`src/rtl/iod_dly_pkg.sv`:
```
// Shared types and constants for the IOD delay-line step controller.
// Holds the op encodings, the FSM state enum and the per-step cycle cost.
package iod_dly_pkg;

  typedef enum logic [1:0] {
    OP_LOAD = 2'b00,
    OP_INC  = 2'b01,
    OP_DEC  = 2'b10,
    OP_RSVD = 2'b11
  } op_e;

  typedef enum logic [2:0] {
    ST_IDLE   = 3'd0,
    ST_DIR    = 3'd1,
    ST_PULSE  = 3'd2,
    ST_SETTLE = 3'd3,
    ST_DONE   = 3'd4
  } state_e;

  localparam int unsigned SETTLE_CYCLES_DEFAULT = 4;

  // One pulse cycle followed by the settle window.
  function automatic int unsigned step_cycles(input int unsigned settle);
    return settle + 1;
  endfunction

  localparam int unsigned STEP_CYCLES_DEFAULT = step_cycles(SETTLE_CYCLES_DEFAULT);

endpackage

```
`src/rtl/iod_dly_step_ctrl_if.sv`:
```
// Command/status bus between a requester and the IOD delay step controller.
interface iod_dly_step_ctrl_if;
  logic       REQ_VALID;
  logic       REQ_READY;
  logic [1:0] REQ_OP;
  logic [7:0] REQ_STEPS;
  logic       DONE;
  logic       ERR;
  logic [7:0] TAP;
  logic       TAP_VALID;

  modport master (
    output REQ_VALID, REQ_OP, REQ_STEPS,
    input  REQ_READY, DONE, ERR, TAP, TAP_VALID
  );

  modport slave (
    input  REQ_VALID, REQ_OP, REQ_STEPS,
    output REQ_READY, DONE, ERR, TAP, TAP_VALID
  );
endinterface

```
`src/rtl/iod_dly_settle_tmr.sv`:
```
// Settle-window down-counter: start_i loads SETTLE_CYCLES, last_o flags the
// final settle cycle, which is where the IOD range flag is sampled.
module iod_dly_settle_tmr #(
  parameter int unsigned SETTLE_CYCLES = 4
) (
  input  logic clk_i,
  input  logic rst_i,
  input  logic start_i,
  output logic last_o
);

  logic [3:0] cnt_q;

  always_ff @(posedge clk_i) begin
    if (rst_i) begin
      cnt_q <= 4'd0;
    end else if (start_i) begin
      cnt_q <= 4'(SETTLE_CYCLES);
    end else if (cnt_q != 4'd0) begin
      cnt_q <= cnt_q - 4'd1;
    end else begin
      cnt_q <= cnt_q;
    end
  end

  assign last_o = (cnt_q == 4'd1);

endmodule

```
`src/rtl/iod_dly_step_ctrl.sv`:
```
// IOD delay-line step controller: sequences LOAD and INC/DEC commands into
// single-cycle IOD pulses with settle gaps, tracking the tap count.
module iod_dly_step_ctrl
  import iod_dly_pkg::*;
#(
  parameter int unsigned SETTLE_CYCLES = 4,
  parameter logic [7:0]  LOAD_VAL      = 8'd1,
  parameter logic [7:0]  TAP_MAX       = 8'd255
) (
  input  logic                  FAB_CLK,
  input  logic                  SYNC_RST,
  iod_dly_step_ctrl_if.slave    bus,
  output logic                  DELAY_LINE_LOAD,
  output logic                  DELAY_LINE_MOVE,
  output logic                  DELAY_LINE_DIRECTION,
  input  logic                  DELAY_LINE_OUT_OF_RANGE
);

  state_e     state_q;
  op_e        op_q;
  logic [7:0] steps_q;
  logic [7:0] tap_q;
  logic       tap_valid_q;
  logic       ready_q;
  logic       done_q;
  logic       err_q;
  logic       load_q;
  logic       move_q;
  logic       dir_q;
  logic       settle_last_s;
  logic       at_limit_s;
  op_e        req_op_s;

  iod_dly_settle_tmr #(
    .SETTLE_CYCLES (SETTLE_CYCLES)
  ) u_settle_tmr (
    .clk_i   (FAB_CLK),
    .rst_i   (SYNC_RST),
    .start_i (state_q == ST_PULSE),
    .last_o  (settle_last_s)
  );

  assign req_op_s   = op_e'(bus.REQ_OP);
  assign at_limit_s = dir_q ? (tap_q == TAP_MAX) : (tap_q == 8'd0);

  always_ff @(posedge FAB_CLK) begin
    if (SYNC_RST) begin
      state_q     <= ST_IDLE;
      op_q        <= OP_LOAD;
      steps_q     <= 8'd0;
      tap_q       <= LOAD_VAL;
      tap_valid_q <= 1'b0;
      ready_q     <= 1'b1;
      done_q      <= 1'b0;
      err_q       <= 1'b0;
      load_q      <= 1'b0;
      move_q      <= 1'b0;
      dir_q       <= 1'b0;
    end else begin
      done_q <= 1'b0;
      err_q  <= 1'b0;
      load_q <= 1'b0;
      move_q <= 1'b0;
      case (state_q)
        ST_IDLE: begin
          if (bus.REQ_VALID) begin
            op_q    <= req_op_s;
            steps_q <= bus.REQ_STEPS;
            ready_q <= 1'b0;
            case (req_op_s)
              OP_LOAD: begin
                state_q     <= ST_PULSE;
                load_q      <= 1'b1;
                tap_q       <= LOAD_VAL;
                tap_valid_q <= 1'b1;
              end
              OP_INC, OP_DEC: begin
                if (tap_valid_q) begin
                  state_q <= ST_DIR;
                  dir_q   <= (req_op_s == OP_INC);
                end else begin
                  state_q <= ST_DONE;
                  done_q  <= 1'b1;
                  err_q   <= 1'b1;
                end
              end
              default: begin
                state_q <= ST_DONE;
                done_q  <= 1'b1;
                err_q   <= 1'b1;
              end
            endcase
          end else begin
            state_q <= ST_IDLE;
          end
        end
        // DIR and the last SETTLE cycle share the "next step" decision.
        ST_DIR, ST_SETTLE: begin
          if ((state_q == ST_DIR) || settle_last_s) begin
            if ((state_q == ST_SETTLE) && (op_q == OP_LOAD)) begin
              state_q <= ST_DONE;
              done_q  <= 1'b1;
            end else if ((state_q == ST_SETTLE) && DELAY_LINE_OUT_OF_RANGE) begin
              tap_q   <= dir_q ? (tap_q - 8'd1) : (tap_q + 8'd1);
              state_q <= ST_DONE;
              done_q  <= 1'b1;
              err_q   <= 1'b1;
            end else if (steps_q == 8'd0) begin
              state_q <= ST_DONE;
              done_q  <= 1'b1;
            end else if (at_limit_s) begin
              state_q <= ST_DONE;
              done_q  <= 1'b1;
              err_q   <= 1'b1;
            end else begin
              state_q <= ST_PULSE;
              move_q  <= 1'b1;
              steps_q <= steps_q - 8'd1;
              tap_q   <= dir_q ? (tap_q + 8'd1) : (tap_q - 8'd1);
            end
          end else begin
            state_q <= ST_SETTLE;
          end
        end
        ST_PULSE: begin
          state_q <= ST_SETTLE;
        end
        ST_DONE: begin
          state_q <= ST_IDLE;
          ready_q <= 1'b1;
        end
        default: begin
          state_q <= ST_IDLE;
          ready_q <= 1'b1;
        end
      endcase
    end
  end

  assign bus.REQ_READY        = ready_q;
  assign bus.DONE             = done_q;
  assign bus.ERR              = err_q;
  assign bus.TAP              = tap_q;
  assign bus.TAP_VALID        = tap_valid_q;
  assign DELAY_LINE_LOAD      = load_q;
  assign DELAY_LINE_MOVE      = move_q;
  assign DELAY_LINE_DIRECTION = dir_q;

endmodule

```
`src/flat_wrapper.sv`:
```
// flat-port wrapper written by rule: the top's interface ports become plain ports
module iod_dly_step_ctrl_flat import iod_dly_pkg::*;
#(
  parameter int unsigned SETTLE_CYCLES = 4,
  parameter logic [7:0]  LOAD_VAL      = 8'd1,
  parameter logic [7:0]  TAP_MAX       = 8'd255
)
  (FAB_CLK, SYNC_RST, DELAY_LINE_LOAD, DELAY_LINE_MOVE, DELAY_LINE_DIRECTION, DELAY_LINE_OUT_OF_RANGE, bus_REQ_VALID, bus_REQ_OP, bus_REQ_STEPS, bus_REQ_READY, bus_DONE, bus_ERR, bus_TAP, bus_TAP_VALID);
  iod_dly_step_ctrl_if bus_i ();
  input  logic FAB_CLK;
  input  logic SYNC_RST;
  output logic DELAY_LINE_LOAD;
  output logic DELAY_LINE_MOVE;
  output logic DELAY_LINE_DIRECTION;
  input  logic DELAY_LINE_OUT_OF_RANGE;
  input wire logic [$bits(bus_i.REQ_VALID)-1:0] bus_REQ_VALID;
  input wire logic [$bits(bus_i.REQ_OP)-1:0] bus_REQ_OP;
  input wire logic [$bits(bus_i.REQ_STEPS)-1:0] bus_REQ_STEPS;
  output wire logic [$bits(bus_i.REQ_READY)-1:0] bus_REQ_READY;
  output wire logic [$bits(bus_i.DONE)-1:0] bus_DONE;
  output wire logic [$bits(bus_i.ERR)-1:0] bus_ERR;
  output wire logic [$bits(bus_i.TAP)-1:0] bus_TAP;
  output wire logic [$bits(bus_i.TAP_VALID)-1:0] bus_TAP_VALID;
  assign bus_i.REQ_VALID = bus_REQ_VALID;
  assign bus_i.REQ_OP = bus_REQ_OP;
  assign bus_i.REQ_STEPS = bus_REQ_STEPS;
  assign bus_REQ_READY = bus_i.REQ_READY;
  assign bus_DONE = bus_i.DONE;
  assign bus_ERR = bus_i.ERR;
  assign bus_TAP = bus_i.TAP;
  assign bus_TAP_VALID = bus_i.TAP_VALID;
  iod_dly_step_ctrl #(.SETTLE_CYCLES(SETTLE_CYCLES), .LOAD_VAL(LOAD_VAL), .TAP_MAX(TAP_MAX)) u_core (.FAB_CLK(FAB_CLK), .SYNC_RST(SYNC_RST), .bus(bus_i), .DELAY_LINE_LOAD(DELAY_LINE_LOAD), .DELAY_LINE_MOVE(DELAY_LINE_MOVE), .DELAY_LINE_DIRECTION(DELAY_LINE_DIRECTION), .DELAY_LINE_OUT_OF_RANGE(DELAY_LINE_OUT_OF_RANGE));
endmodule
```
`config.mk`:
```
export PLATFORM = sky130hd
export DESIGN_NAME = iod_dly_step_ctrl_flat
export DESIGN_NICKNAME = d
export VERILOG_FILES = /design/src/rtl/iod_dly_pkg.sv /design/src/rtl/iod_dly_step_ctrl_if.sv /design/src/rtl/iod_dly_settle_tmr.sv /design/src/rtl/iod_dly_step_ctrl.sv /design/src/flat_wrapper.sv
export SDC_FILE = /design/constraint.sdc
export NUM_CORES = 1
export LEC_CHECK = 0
export CAP_MARGIN = 20
export CORE_MARGIN = 5
export CORE_UTILIZATION = 40
export CTS_BUF_LIST = sky130_fd_sc_hd__clkbuf_16
export CTS_CLUSTER_SIZE = 16
export DETAILED_ROUTE_END_ITERATION = 10
export HOLD_SLACK_MARGIN = 0.03
export PLACE_DENSITY = 0.6
export SYNTH_ARGS = -nofsm -noshare
export SYNTH_HDL_FRONTEND = slang
export SYNTH_HIERARCHICAL = 1
export SYNTH_SLANG_ARGS = --single-unit
```
`constraint.sdc`:
```
create_clock -name FAB_CLK -period 2.47 [get_ports FAB_CLK]
set_input_delay 0.247 -clock FAB_CLK [delete_from_list [all_inputs] [get_ports FAB_CLK]]
set_output_delay 0.247 -clock FAB_CLK [all_outputs]
set_load 0.05 [all_outputs]
```
-- Yosys cells after proc, flatten, opt, wreduce, memory -nomap -nowiden
Cells that the tools add are included.
- bits in registers: 32
- input bits: 14
- output and inout bits: 15
- word-level logic and storage cells: 108
- add/sub/neg operators: 4
- equal/unequal tests: 16
- multiplexer cells: 47
- bitwise logic cells: 5
- reductions and logical operators: 23
- operators by type and width (kind ; count):
    two-way mux 8 bit ; 15
    case mux 8 bit (2 select lines) ; 2
    two-way mux 3 bit ; 9
    logical NOT 8 bit ; 2
    subtractor 8 x 1 -> 8 bit, second input constant ; 2
    two-way mux 1 bit ; 15
    AND reduction 7 bit ; 2
    != test 2 bit, second input constant ; 6
    case mux 3 bit (3 select lines) ; 1
    adder 8 x 1 -> 8 bit, second input constant ; 1
    == test 8 bit, second input constant ; 1
    case mux 1 bit (2 select lines) ; 4
    == test 3 x 2 -> 1 bit, second input constant ; 2
    case mux 3 bit (2 select lines) ; 1
    OR reduction 2 bit ; 3
    OR reduction 3 bit ; 2
    OR reduction 6 bit ; 1
    NOT 1 bit ; 5
    == test 4 x 1 -> 1 bit, second input constant ; 1
    logical NOT 2 bit ; 2
    AND reduction 2 bit ; 2
    AND reduction 4 bit ; 1
    nonzero test 2 bit ; 2
    nonzero test 4 bit ; 1
    11 further kinds ; 12

-- Depth between registers and ports, before layout
- word-level depth: 8
- gate-level depth with buffers: 10
- mapped depth without buffers: 8

-- Hierarchy
Netlist, hierarchy kept.
- by module, submodules not included (module ; instances ; cells an instance ; area each (µm²) ; seq. area each (µm²)):
    iod_dly_step_ctrl ; 1 ; 218 ; 1814.2 ; 560.5
    iod_dly_settle_tmr ; 1 ; 24 ; 227.7 ; 80.1

-- Worst setup path before layout
OpenSTA, ideal clock, no wires.
- path kind: register to register
- start: register u_core.tap_q[0], in the netlist u_core/bus.TAP[0]
- end: register u_core.tap_q[4], in the netlist u_core/bus.TAP[4]
- library setup time: 74 ps
- arrival: 2275 ps
- required time: 2396 ps
- slack: 120 ps
- cell stages (with the launch flop): 8
- buffers on the path: 0
- period minus slack after synthesis: 2350 ps
- cell sequence: dfxtp_1 > inv_1 > ha_1 > or4b_4 > o22a_1 > a21oi_4 > or4_1 > a31oi_1
- longest elaborated chain between the ends: 8
- elaborated cells on any way between the ends: 15
- classes of those cells: add/sub (2); eq/ne (2); mux (9); reduce/logical (2)
- ends and longest elaborated chain (item ; RTL line ; source):
    start, declared ; iod_dly_step_ctrl.sv:22 ; logic [7:0] tap_q;
    start signal, assigned ; iod_dly_step_ctrl.sv:104 ; tap_q <= dir_q ? (tap_q - 8'd1) : (tap_q + 8'd1);
    start signal, assigned ; iod_dly_step_ctrl.sv:119 ; tap_q <= dir_q ? (tap_q + 8'd1) : (tap_q - 8'd1);
    subtractor 8 x 1 -> 8 bit / adder 8 x 1 -> 8 bit (equally long branches) ; iod_dly_step_ctrl.sv:104, iod_dly_step_ctrl.sv:119 ;
    two-way mux 8 bit ; iod_dly_step_ctrl.sv:119 ;
    two-way mux 8 bit ; iod_dly_step_ctrl.sv:111 ; end else if (at_limit_s) begin
    two-way mux 8 bit ; iod_dly_step_ctrl.sv:108 ; end else if (steps_q == 8'd0) begin
    two-way mux 8 bit ; iod_dly_step_ctrl.sv:103 ; end else if ((state_q == ST_SETTLE) && DELAY_LINE_OUT_OF_RANGE) begin
    two-way mux 8 bit ; iod_dly_step_ctrl.sv:100 ; if ((state_q == ST_SETTLE) && (op_q == OP_LOAD)) begin
    two-way mux 8 bit ; iod_dly_step_ctrl.sv:99 ; if ((state_q == ST_DIR) || settle_last_s) begin
    case mux 8 bit (2 select lines) ; iod_dly_step_ctrl.sv:64 ; case (state_q)
Several ways; a longest one is shown, not always the timed one. The select of a mux whose other input is x is not followed.
A chain may end at the register's enable or synchronous reset.

-- Worst setup path in the final report
- start: register u_core.steps_q[0]
- end: register u_core.tap_q[2], in the netlist u_core/bus.TAP[2]
- longest elaborated chain between the ends: 3
- ends and longest elaborated chain (item ; RTL line ; source):
    start, declared ; iod_dly_step_ctrl.sv:21 ; logic [7:0] steps_q;
    start signal, assigned ; iod_dly_step_ctrl.sv:68 ; steps_q <= bus.REQ_STEPS;
    start signal, assigned ; iod_dly_step_ctrl.sv:118 ; steps_q <= steps_q - 8'd1;
    logical NOT 8 bit ; iod_dly_step_ctrl.sv:108 ;
    != test 3 x 2 -> 1 bit (no line) ; n/a ;
    AND reduction 7 bit (no line) ; n/a ;
No other way between the ends.

==> results.md <==
- Library cells used by synthesis: 60
- DR WL/cell: 14.7 µm
- Cell Pwr Density: 704 mW/mm²
- Rows: 26
- Layout cells sized above 1: 0.152
- Largest family of logic cells by synthesized area: simple AND/OR/NAND/NOR gates
- Setup ws final: 0.252 ns
- 1st-pass router iterations: 4
- Final hold vios: 0
- Final min period: 2.22 ns
- Clock slew at reported path FFs: 0.05 ns
- # IOs: 29
- XOR/XNOR Fraction of Synth Area: 0.0208
- CTS HTree Levels: 2
- Routed Antenna Nets: 0
- Final non-filler cell total: 352
- MaxCap Viol Count: 0
- Worst path depth: 7
- Post-CTS sizing: 0
- Worst rel slew slack: 0.601
- HP Class: reg2reg
- WS Path Type: reg2reg
- Clk root buf: clkbuf_16
- Cell taking the most area after synthesis: dfxtp_1
- Dpl hpwl: 3.76 mm
- Routability-driven placement congestion ratio: 0.821
- Count of yosys warnings during synthesis: 6
- Die H: 81.5 µm
- Dpl ws: 0.258 ns
- R2R cell count: 7
- Number of enable flip-flop cells after synthesis: 0
- Core footprint: 0.00504 mm²
- First-pass GRT wire length: 8.83 mm
- CP Data Required Time: 2.67 ns
- Die Area: 0.00663 mm²
- Number of post-CTS setup repair buffers: 0
- CTS buffer count: 5
- Syn Nets: 265
- Simple logic cell fraction of the synthesized area: 0.255
- Buffers & Inverters on Critical Path: 1
- Count of final setup violators: 0
- Placed cells: 344
- # port buffers: 28
- Netlist Area Pre-Place: 0.00204 mm²
- Initial Util: 0.405
- Synth-to-layout area growth: 28.4%
- Max stage delay on crit path: 0.54 ns
- Max clock buf depth: 2
- Max stage delay cell, worst path: or4_4
- Fin. max-slew vios: 0
- Sequential-to-total area share from yosys stat: 0.314
- TNS Setup: 0 ns
- Worst Skew: 0.00341 ns
- Fmax achieved: 0.451 GHz
- Initial DRC count: 106
- Unrepaired setup endpoints after global routing: no
- Inserted Diodes: 0
- Initial antenna violation count: 0
- Die Width: 81.5 µm
- Worst Hold Depth: 1
- Yosys reg bits: 32
- Worst Path Arrival: 2.42 ns
- Setup crit start kind: flop
- Vias in the first global route: 1868
- Share of the synthesized area in the top cell type: 0.314
- Compound-Gate Fraction of Synth Area: 0.244
- Final WL: 5.18 mm
- Top post-synthesis cells by area: dfxtp_1 (31%), ha_1 (5.5%), mux2i_1 (4.9%)
- Worst-margin pin slew: 0.594 ns
- Peak VDD IR: 0.000408 V
- Top_reg_cell synth: dfxtp_1
- Remaining Overflow, GRT: 0
- Cts hold-fix bufs: 0
- GR Util All Layers: 0.171
- Status: finished clean
- Skew-Pair Late Insertion Delay: 0.27 ns
- Cells along the critical path: inv_1, ha_1, or3b_4, or4_4, a21oi_4, o211ai_1, a31oi_1
- Vias per cell: 5.45
- CP max FO: 10
- Mux share of post-synthesis cell area: 0.0545
- Via count: 1920
- Setup crit end kind: flop
- Largest net degree at the start of global routing: 26
- Syn Area/Cell: 8.44 µm²
- CTS tree: yes
- Ys async rst share: 0
- Nets: 304
- Adder-Cell Fraction of Synth Area: 0.0551
- Post-route DRC: 0
- Num Clock Sinks: 32
- Syn Inst Count: 242
- Kind of cell adding the most delay to the critical path: simple AND/OR/NAND/NOR gates
- Tcrit/Tclk final: 0.898
- Leak: 0.980 nW
[cell type report]
class	count	area (µm²)
clock buffers	5	125
inverters	14	52.6
multi-input cells	182	1290
well taps	70	87.6
clock inverters	3	13.8
fillers	491	2420
flip-flops and latches	32	641
repair buffers	46	415
[power breakdown]
group	total (W)	internal, W	switching (W)	leakage, nW
Clock	0.000590	0.000366	0.000224	0.0710
Sequential	0.000661	0.000583	0.0000778	0.262
Combinational	0.000594	0.000279	0.000315	0.647
Total	0.00184	0.00123	0.000617	0.980
[final timing paths]
check	from	end	slack (ns)
worst max-delay path	u_core/steps_q[0]	u_core/bus.TAP[2]	0.25
worst min-delay path	u_core/bus.TAP[7]	u_core/bus.TAP[7]	0.51
worst max register to register	u_core/steps_q[0]	u_core/bus.TAP[2]	0.25
worst min register to register	u_core/bus.TAP[7]	u_core/bus.TAP[7]	0.51
[cell families after synthesis]
family | Yosys count
buffers and inverters | 28
flip-flops | 32
AO/OA/AOI/OAI | 67
XOR/XNOR | 4
adder cells (fa/ha/maj) | 9
AND/OR/NAND/NOR | 91
multiplexers | 11
[Yosys cell counts (2+ instances only)]
| master | n |
|---|---|
| nand4b_1 | 2 |
| buf_1 | 2 |
| and2_1 | 2 |
| a211oi_1 | 2 |
| nor3_1 | 9 |
| a31oi_1 | 9 |
| buf_2 | 5 |
| or3b_4 | 2 |
| o21ai_1 | 2 |
| o21ai_2 | 2 |
| or4_1 | 4 |
| xnor2_1 | 3 |
| nand4_1 | 3 |
| clkbuf_1 | 6 |
| a32o_1 | 6 |
| ha_1 | 9 |
| mux2i_1 | 10 |
| o211ai_1 | 6 |
| nor2_1 | 24 |
| or3_1 | 6 |
| dfxtp_1 | 32 |
| o21ai_0 | 6 |
| a21oi_1 | 18 |
| nor3b_1 | 2 |
| nor4_1 | 5 |
| nand2_1 | 11 |
| inv_1 | 13 |
| nor2b_1 | 2 |
| nand3_1 | 8 |
[state kept, by name (all words and copies together), names as in the netlist]
register	flops
u_core/bus.TAP_VALID	1
u_core/bus.REQ_READY	1
u_core/DELAY_LINE_LOAD	1
u_core/steps_q	8
u_core/u_settle_tmr/cnt_q	4
u_core/state_q	3
u_core/op_q	2
u_core/bus.ERR	1
u_core/bus.DONE	1
u_core/bus.TAP	8
u_core/DELAY_LINE_MOVE	1
u_core/DELAY_LINE_DIRECTION	1
[worst reg2reg max path, cell delays in order (launching register included)]
cell      delay, ns
dfxtp_1        0.32
inv_1          0.10
ha_1           0.19
or3b_4         0.40
or4_4          0.54
a21oi_4        0.28
o211ai_1       0.13
a31oi_1        0.18
[cell usage in the layout, fill, tap and decap left out, types with 4 or more instances in the layout]
cell type / count
ha_1: 9
clkdlybuf4s50_1: 28
o211ai_1: 6
a31oi_1: 9
nor4_1: 5
or3_1: 6
a21oi_1: 18
nor2_1: 24
clkbuf_16: 5
dfxtp_1: 32
nand3_1: 8
inv_1: 13
o21ai_0: 6
mux2i_1: 10
or4_1: 4
a32o_1: 6
nand2_1: 11
buf_4: 18
nor3_1: 9
[layer usage]
metal	track usage	vias up	part of all wire
met4	0.0439	0	0.0077
met5	0	-	0
met3	0.0351	4	0.041
li1	-	990	-
met1	0.231	891	0.49
met2	0.276	35	0.46
[metrics by stage]
stage	hold WS (ns)	instance area [µm²]	power [W]	utilization
after global placement	0.489	2480	0.00126	0.492
after global routing	0.530	2620	0.00196	0.520
after CTS	0.508	2620	0.00186	0.520
final	0.511	2620	0.00184	0.520
after floorplan	0.316	2040	0.00111	-
after detailed placement	0.501	2480	0.00126	0.492
Power figures use the tool's default switching activity.
==> edit 1, RTL diff (same flow settings) <==
Encoding of `state_e`: now one-hot (5 bits for 5 states).
--- a/src/rtl/iod_dly_pkg.sv
+++ b/src/rtl/iod_dly_pkg.sv
@@ -10,10 +10,10 @@
   } op_e;
 
-  typedef enum logic [2:0] {
-    ST_IDLE   = 3'd0,
-    ST_DIR    = 3'd1,
-    ST_PULSE  = 3'd2,
-    ST_SETTLE = 3'd3,
-    ST_DONE   = 3'd4
+  typedef enum logic [4:0] {
+    ST_IDLE   = 5'b00001,
+    ST_DIR    = 5'b00010,
+    ST_PULSE  = 5'b00100,
+    ST_SETTLE = 5'b01000,
+    ST_DONE   = 5'b10000
   } state_e;
 
Check against the original RTL: no difference found for any inputs over 10 cycles, from zero or initial values and one cycle with SYNC_RST high; not proved beyond that.
==> edit 1 against the unedited design <==
Combinational power shrank 9.1%. Sequential share of layout area up 0.065 points. Worst setup slack got worse by 0.12 ns. Routed wire length increased by 2.0%. First-iteration DRC count grew 39%. Design area up 6.0%. Maximum frequency is 5.1% lower. Sequential cell count grew 2. Sequential power up 2%. Final cell count increased by 8.0%. Synthesized area up 6.3%. Total power is 2.1% lower. Critical endpoint is now u_core/steps_q[4].
==> edit 1: results (changes against the unedited design) <==
- Critical path class: reg2reg
- Pre-antenna DRT Iters: 4 (unchanged)
- Outcome: finished clean
- Worst skew pair latency: 0.28 ns
- Worst-path fanout max: 4 (-6)
- GPL Wtd Cong: 0.819 (-0.17%)
- Fillers: 521 (+6.1%)
- H-tree levels: 2 (unchanged)
- # diodes: 0 (unchanged)
- DP Area: 0.00264 mm^2 (+6.5%)
- Worst Path Arrival: 2.53 ns (+0.11 ns)
- Synthesized netlist cell count: 267 (+10%)
- Nets: 333 (+9.5%)
- Total power draw: 1810 uW (-2.1%)
- Via/cell ratio: 5.41 (-0.76%)
- Seq/Total Area, Yosys: 31.4% (about the same)
- Reg2reg start: u_core/steps_q[1]
- Slew at the pin closest to its max-slew limit: 0.548 ns (-0.0458 ns)
- Iter 0 DRT Violations: 147 (+39%)
- Post-synthesis cell type count: 59 (-1.7%)
- Tightest Hold Check Type: reg2reg
- Cell total after placement: 373 (+8.4%)
- Longest Clk Path Bufs: 2 (unchanged)
- Hold Crit Start: u_core/bus.REQ_READY
- # resized after CTS: 0 (unchanged)
- Initial antenna violation count: 0 (unchanged)
- First-pass GRT wire length: 9.23 mm (+4.4%)
- DPL Wire Length: 3.81 mm (+1.1%)
- WL final: 5.28 mm (+2.0%)
- Gr usage total: 15.9% (-1.2 points)
- Share of post-route cells with drive strength above 1: 15.2% (-0.087 points)
- Post-route insts no fill: 380 (+8.0%)
- Main synth FF type: dfxtp_1
- Clock slew at the register clock pins of the worst setup and hold paths: 0.05 ns (about the same)
- Vias in the first global route: 1968 (+5.4%)
- Synth Net Count: 290 (+9.4%)
- Top post-synthesis cells by area: dfxtp_1 31%, ha_1 5.2%, a21oi_1 4.8%, mux2i_1 3.7%, nand2_1 3.5%
- Yosys warns: 6 (unchanged)
- IO buf count: 28 (unchanged)
- Postcts setup bufs: 0 (unchanged)
- Cts bufs inserted: 5 (unchanged)
- Ys async rst share: 0% (unchanged)
- Root Driver: clkbuf_16
- Static Leakage: 0.00112 uW (+14%)
- Synth top cells by count: 34 x dfxtp_1, 21 x a21oi_1, 20 x nand2_1
- VDD IR max: 0.000587 V (+44%)
- Largest net degree at the start of global routing: 35 (+35%)
- Skew final: 0.00562 ns (+0.00221 ns)
[edit 1: changes by cell type in the layout (fill, tap and decap cells not counted), sizes merged, moves of 5 or more]
cell	unedited run	this run
a31oi	9	4
inv	13	18
nand2	11	20
nor2	24	18
nor2b	2	10
o211ai	6	0
o21ai	10	20
[edit 1: cells by family after synthesis]
group | synth area share, %
XOR/XNOR | 1.96
AO/OA/AOI/OAI | 23.9
AND/OR/NAND/NOR | 28.5
flip-flops | 31.4
multiplexers | 3.69
adder cells (fa/ha/maj) | 5.19
buffers and inverters | 5.47
[edit 1: path summary, 6_finish.rpt]
kind / end / slack, ns / cells after the start
min: u_core/bus.REQ_READY / 0.47 / 2
min reg2reg: u_core/bus.REQ_READY / 0.47 / 2
max reg2reg: u_core/steps_q[4] / 0.13 / 9
max: u_core/steps_q[4] / 0.13 / 9
[edit 1: per-stage QoR]
| step | utilization [%] | worst slack (ns) | hold WS (ns) |
|---|---|---|---|
| after global routing | 53.4 | 0.0340 | 0.501 |
| final | 53.4 | 0.133 | 0.469 |
| after detailed placement | 50.8 | 0.154 | 0.459 |
| after global placement | 50.8 | 0.191 | 0.454 |
| after CTS | 53.4 | 0.140 | 0.468 |
| after floorplan | - | 0.217 | 0.316 |
[edit 1: layout make-up]
class | count | area, um^2 | area share [%]
Sequential cell | 34 | 681 | 24.5
Tap cell | 70 | 87.6 | 3.15
Clock buffer | 5 | 125 | 4.50
Timing Repair Buffer | 47 | 435 | 15.7
Multi-Input combinational cell | 204 | 1370 | 49.4
Inverter | 18 | 67.6 | 2.43
Clock inverter | 2 | 10.0 | 0.360
[edit 1: per-layer routing]
metal | part of all wire, % | vias up | GRT usage (%)
met5 | 0 | - | 0
met3 | 4.2 | 6 | 4.44
met4 | 1.1 | 0 | 4.53
li1 | - | 1051 | -
met1 | 50 | 966 | 20.8
met2 | 45 | 34 | 25.3
[edit 1: report_power, final]
part	internal, uW	total [uW]	switching [uW]
sequential	608	672	63.9
combinational	273	540	267
clock	364	594	231
[edit 1: worst max-delay path, stage by stage, from the launching register on]
cell and delay, ns:
dfxtp_1 0.31, inv_1 0.08, ha_1 0.16, or4b_4 0.47, or4_4 0.44, buf_4 0.16
and3_4 0.15, a31oi_1 0.16, o21ai_1 0.09, a221oi_2 0.23
==> edit 2, RTL diff (config.mk and constraints unchanged) <==
Without the edit above. `TAP_MAX` is set to 8'd255 in 2 places; all go to 8'd128.
--- a/src/rtl/iod_dly_step_ctrl.sv
+++ b/src/rtl/iod_dly_step_ctrl.sv
@@ -6,5 +6,5 @@
   parameter int unsigned SETTLE_CYCLES = 4,
   parameter logic [7:0]  LOAD_VAL      = 8'd1,
-  parameter logic [7:0]  TAP_MAX       = 8'd255
+  parameter logic [7:0]  TAP_MAX       = 8'd128
 ) (
   input  logic                  FAB_CLK,
--- a/src/flat_wrapper.sv
+++ b/src/flat_wrapper.sv
@@ -4,5 +4,5 @@
   parameter int unsigned SETTLE_CYCLES = 4,
   parameter logic [7:0]  LOAD_VAL      = 8'd1,
-  parameter logic [7:0]  TAP_MAX       = 8'd255
+  parameter logic [7:0]  TAP_MAX       = 8'd128
 )
   (FAB_CLK, SYNC_RST, DELAY_LINE_LOAD, DELAY_LINE_MOVE, DELAY_LINE_DIRECTION, DELAY_LINE_OUT_OF_RANGE, bus_REQ_VALID, bus_REQ_OP, bus_REQ_STEPS, bus_REQ_READY, bus_DONE, bus_ERR, bus_TAP, bus_TAP_VALID);
Behaviour: no difference found for any inputs over 10 cycles, from zero or initial values and one cycle with SYNC_RST high; that may be too few to reach the edited logic, so the function may still have changed.
==> edit 2 against the unedited design <==
Count of clock-buffer cells in the layout stayed put. Die area fell by 2.5%. Sequential cell count unchanged. Clock power grew 17%. Total power up 0.45%. Synthesized area is 2.8% lower. Worst setup slack got worse by 0.067 ns. Utilization increased by 2.6 points. Routed wire length shrank 0.97%. Design area decreased by 1.0%. Largest cell class unchanged.
==> edit 2: results (changes against the unedited design) <==
- Seq/Total Area, Yosys: 32.3% (+0.91 points)
- Longest Clk Path Bufs: 2 (unchanged)
- Hold path cells: 2 (+1)
- Num rows: 25 (-3.8%)
- Slack of the worst reg-to-reg path: 0.18 ns (-0.07 ns)
- Main synth FF type: dfxtp_1
- #MultiIn Comb: 184 (+1.1%)
- GRT met3 Usage: 3.92% (+0.41 points)
- Final min period: 2.29 ns (+0.0673 ns)
- Synth Net Count: 266 (+0.38%)
- Top delay family on crit path: simple AND/OR/NAND/NOR gates
- Fraction of area in registers: 24.7% (+0.25 points)
- Fillers: 455 (-7.3%)
- Outcome: finished clean
- Post-synthesis cell type count: 54 (-10%)
- Worst-path fanout max: 7 (-3)
- Static Leakage: 0.00102 uW (+4.4%)
- Slowest cell delay on critical path: 0.56 ns (+0.02 ns)
- Worst hold path endpoint: u_core/steps_q[7]
- Top post-synthesis cells by area: dfxtp_1 32%, ha_1 5.7%, o21ai_0 5.0%, a21oi_1 4.8%, mux2i_1 4.0%
- Final core area utilization: 54.6% (+2.6 points)
- Clock slew at the register clock pins of the worst setup and hold paths: 0.05 ns (about the same)
- Clk tree area frac: 6.32% (+1.0 points)
- Iter 0 DRT Violations: 97 (-8.5%)
- IO buf count: 28 (unchanged)
- Max stage delay cell, worst path: or4b_1
- WL met2: 2.28 mm (-5.0%)
- Largest net degree at the start of global routing: 24 (-7.7%)
- Grt met1 use: 23.3% (+0.19 points)
- Postcts setup bufs: 0 (unchanged)
- Multi-input logic area: 0.00123 mm^2 (-4.0%)
- Hold WS: 0.483 ns (-0.0283 ns)
- Hold Crit Start: u_core/steps_q[7]
- Share of post-route cells with drive strength above 1: 13.0% (-2.3 points)
- GPL Wtd Cong: 0.834 (+1.6%)
- Non-Clock Buffer Area Fraction: 16.0% (+0.16 points)
- VDD IR max: 0.000292 V (-28%)
- Inverters: 15 (+1)
- Routed met1 length: 2.53 mm (+0.28%)
- Worst Path Arrival: 2.45 ns (+0.03 ns)
- Met2 global-route usage: 25.3% (-2.3 points)
- Worst slack at placement: 0.201 ns (-0.0569 ns)
- WL final: 5.13 mm (-0.97%)
- DP Area: 0.00243 mm^2 (-2.3%)
- Nets: 307 (+0.99%)
- Gr usage total: 16.9% (-0.15 points)
- End of the worst register-to-register path: u_core/bus.TAP[3]
- Post-Syn Area per Cell: 8.17 um^2 (-3.2%)
- Post-route insts no fill: 352 (unchanged)
- # resized after CTS: 0 (unchanged)
- Metal3 WL: 254 um (+19%)
- Slew at the pin closest to its max-slew limit: 0.545 ns (-0.0489 ns)
- First-pass GRT wire length: 8.63 mm (-2.3%)
- R2R depth: 7 (unchanged)
- DPL Wire Length: 3.61 mm (-4.1%)
- Vias in the first global route: 1808 (-3.2%)
- Synth top cells by count: 32 x dfxtp_1, 20 x o21ai_0, 19 x a21oi_1
- Via/cell ratio: 5.46 (+0.16%)
- Skew final: 0.00506 ns (+0.00165 ns)
- Yosys warns: 6 (unchanged)
## edit 2: changes by cell type after synthesis, sizes merged, moves of 3 or more
| cell | delta |
|---|---|
| a32oi | +4 |
| nor4 | -3 |
| nand2b | +4 |
| nor3b | +4 |
| and2 | -3 |
| nor2 | -7 |
| nand2 | +5 |
| a31oi | -8 |
| o21ai | +11 |
| nand3 | +5 |
| a32o | -4 |
| or3 | -3 |
| a211oi | -3 |
## edit 2: power by group
| group | internal (uW) | switching, uW | total (uW) |
|---|---|---|---|
| Clock | 470 | 221 | 691 |
| Combinational | 247 | 276 | 523 |
| Sequential | 578 | 61.5 | 639 |
| Total | 1290 | 558 | 1850 |
## edit 2: cell families after synthesis
group           Yosys count  share of synthesized area, %
mux                       9                          4.60
buf+inv                  27                          5.74
flops                    32                          32.3
fa+ha+maj                 9                          5.67
xor+xnor                  4                          2.14
simple gates             91                          25.7
compound gates           71                          23.8
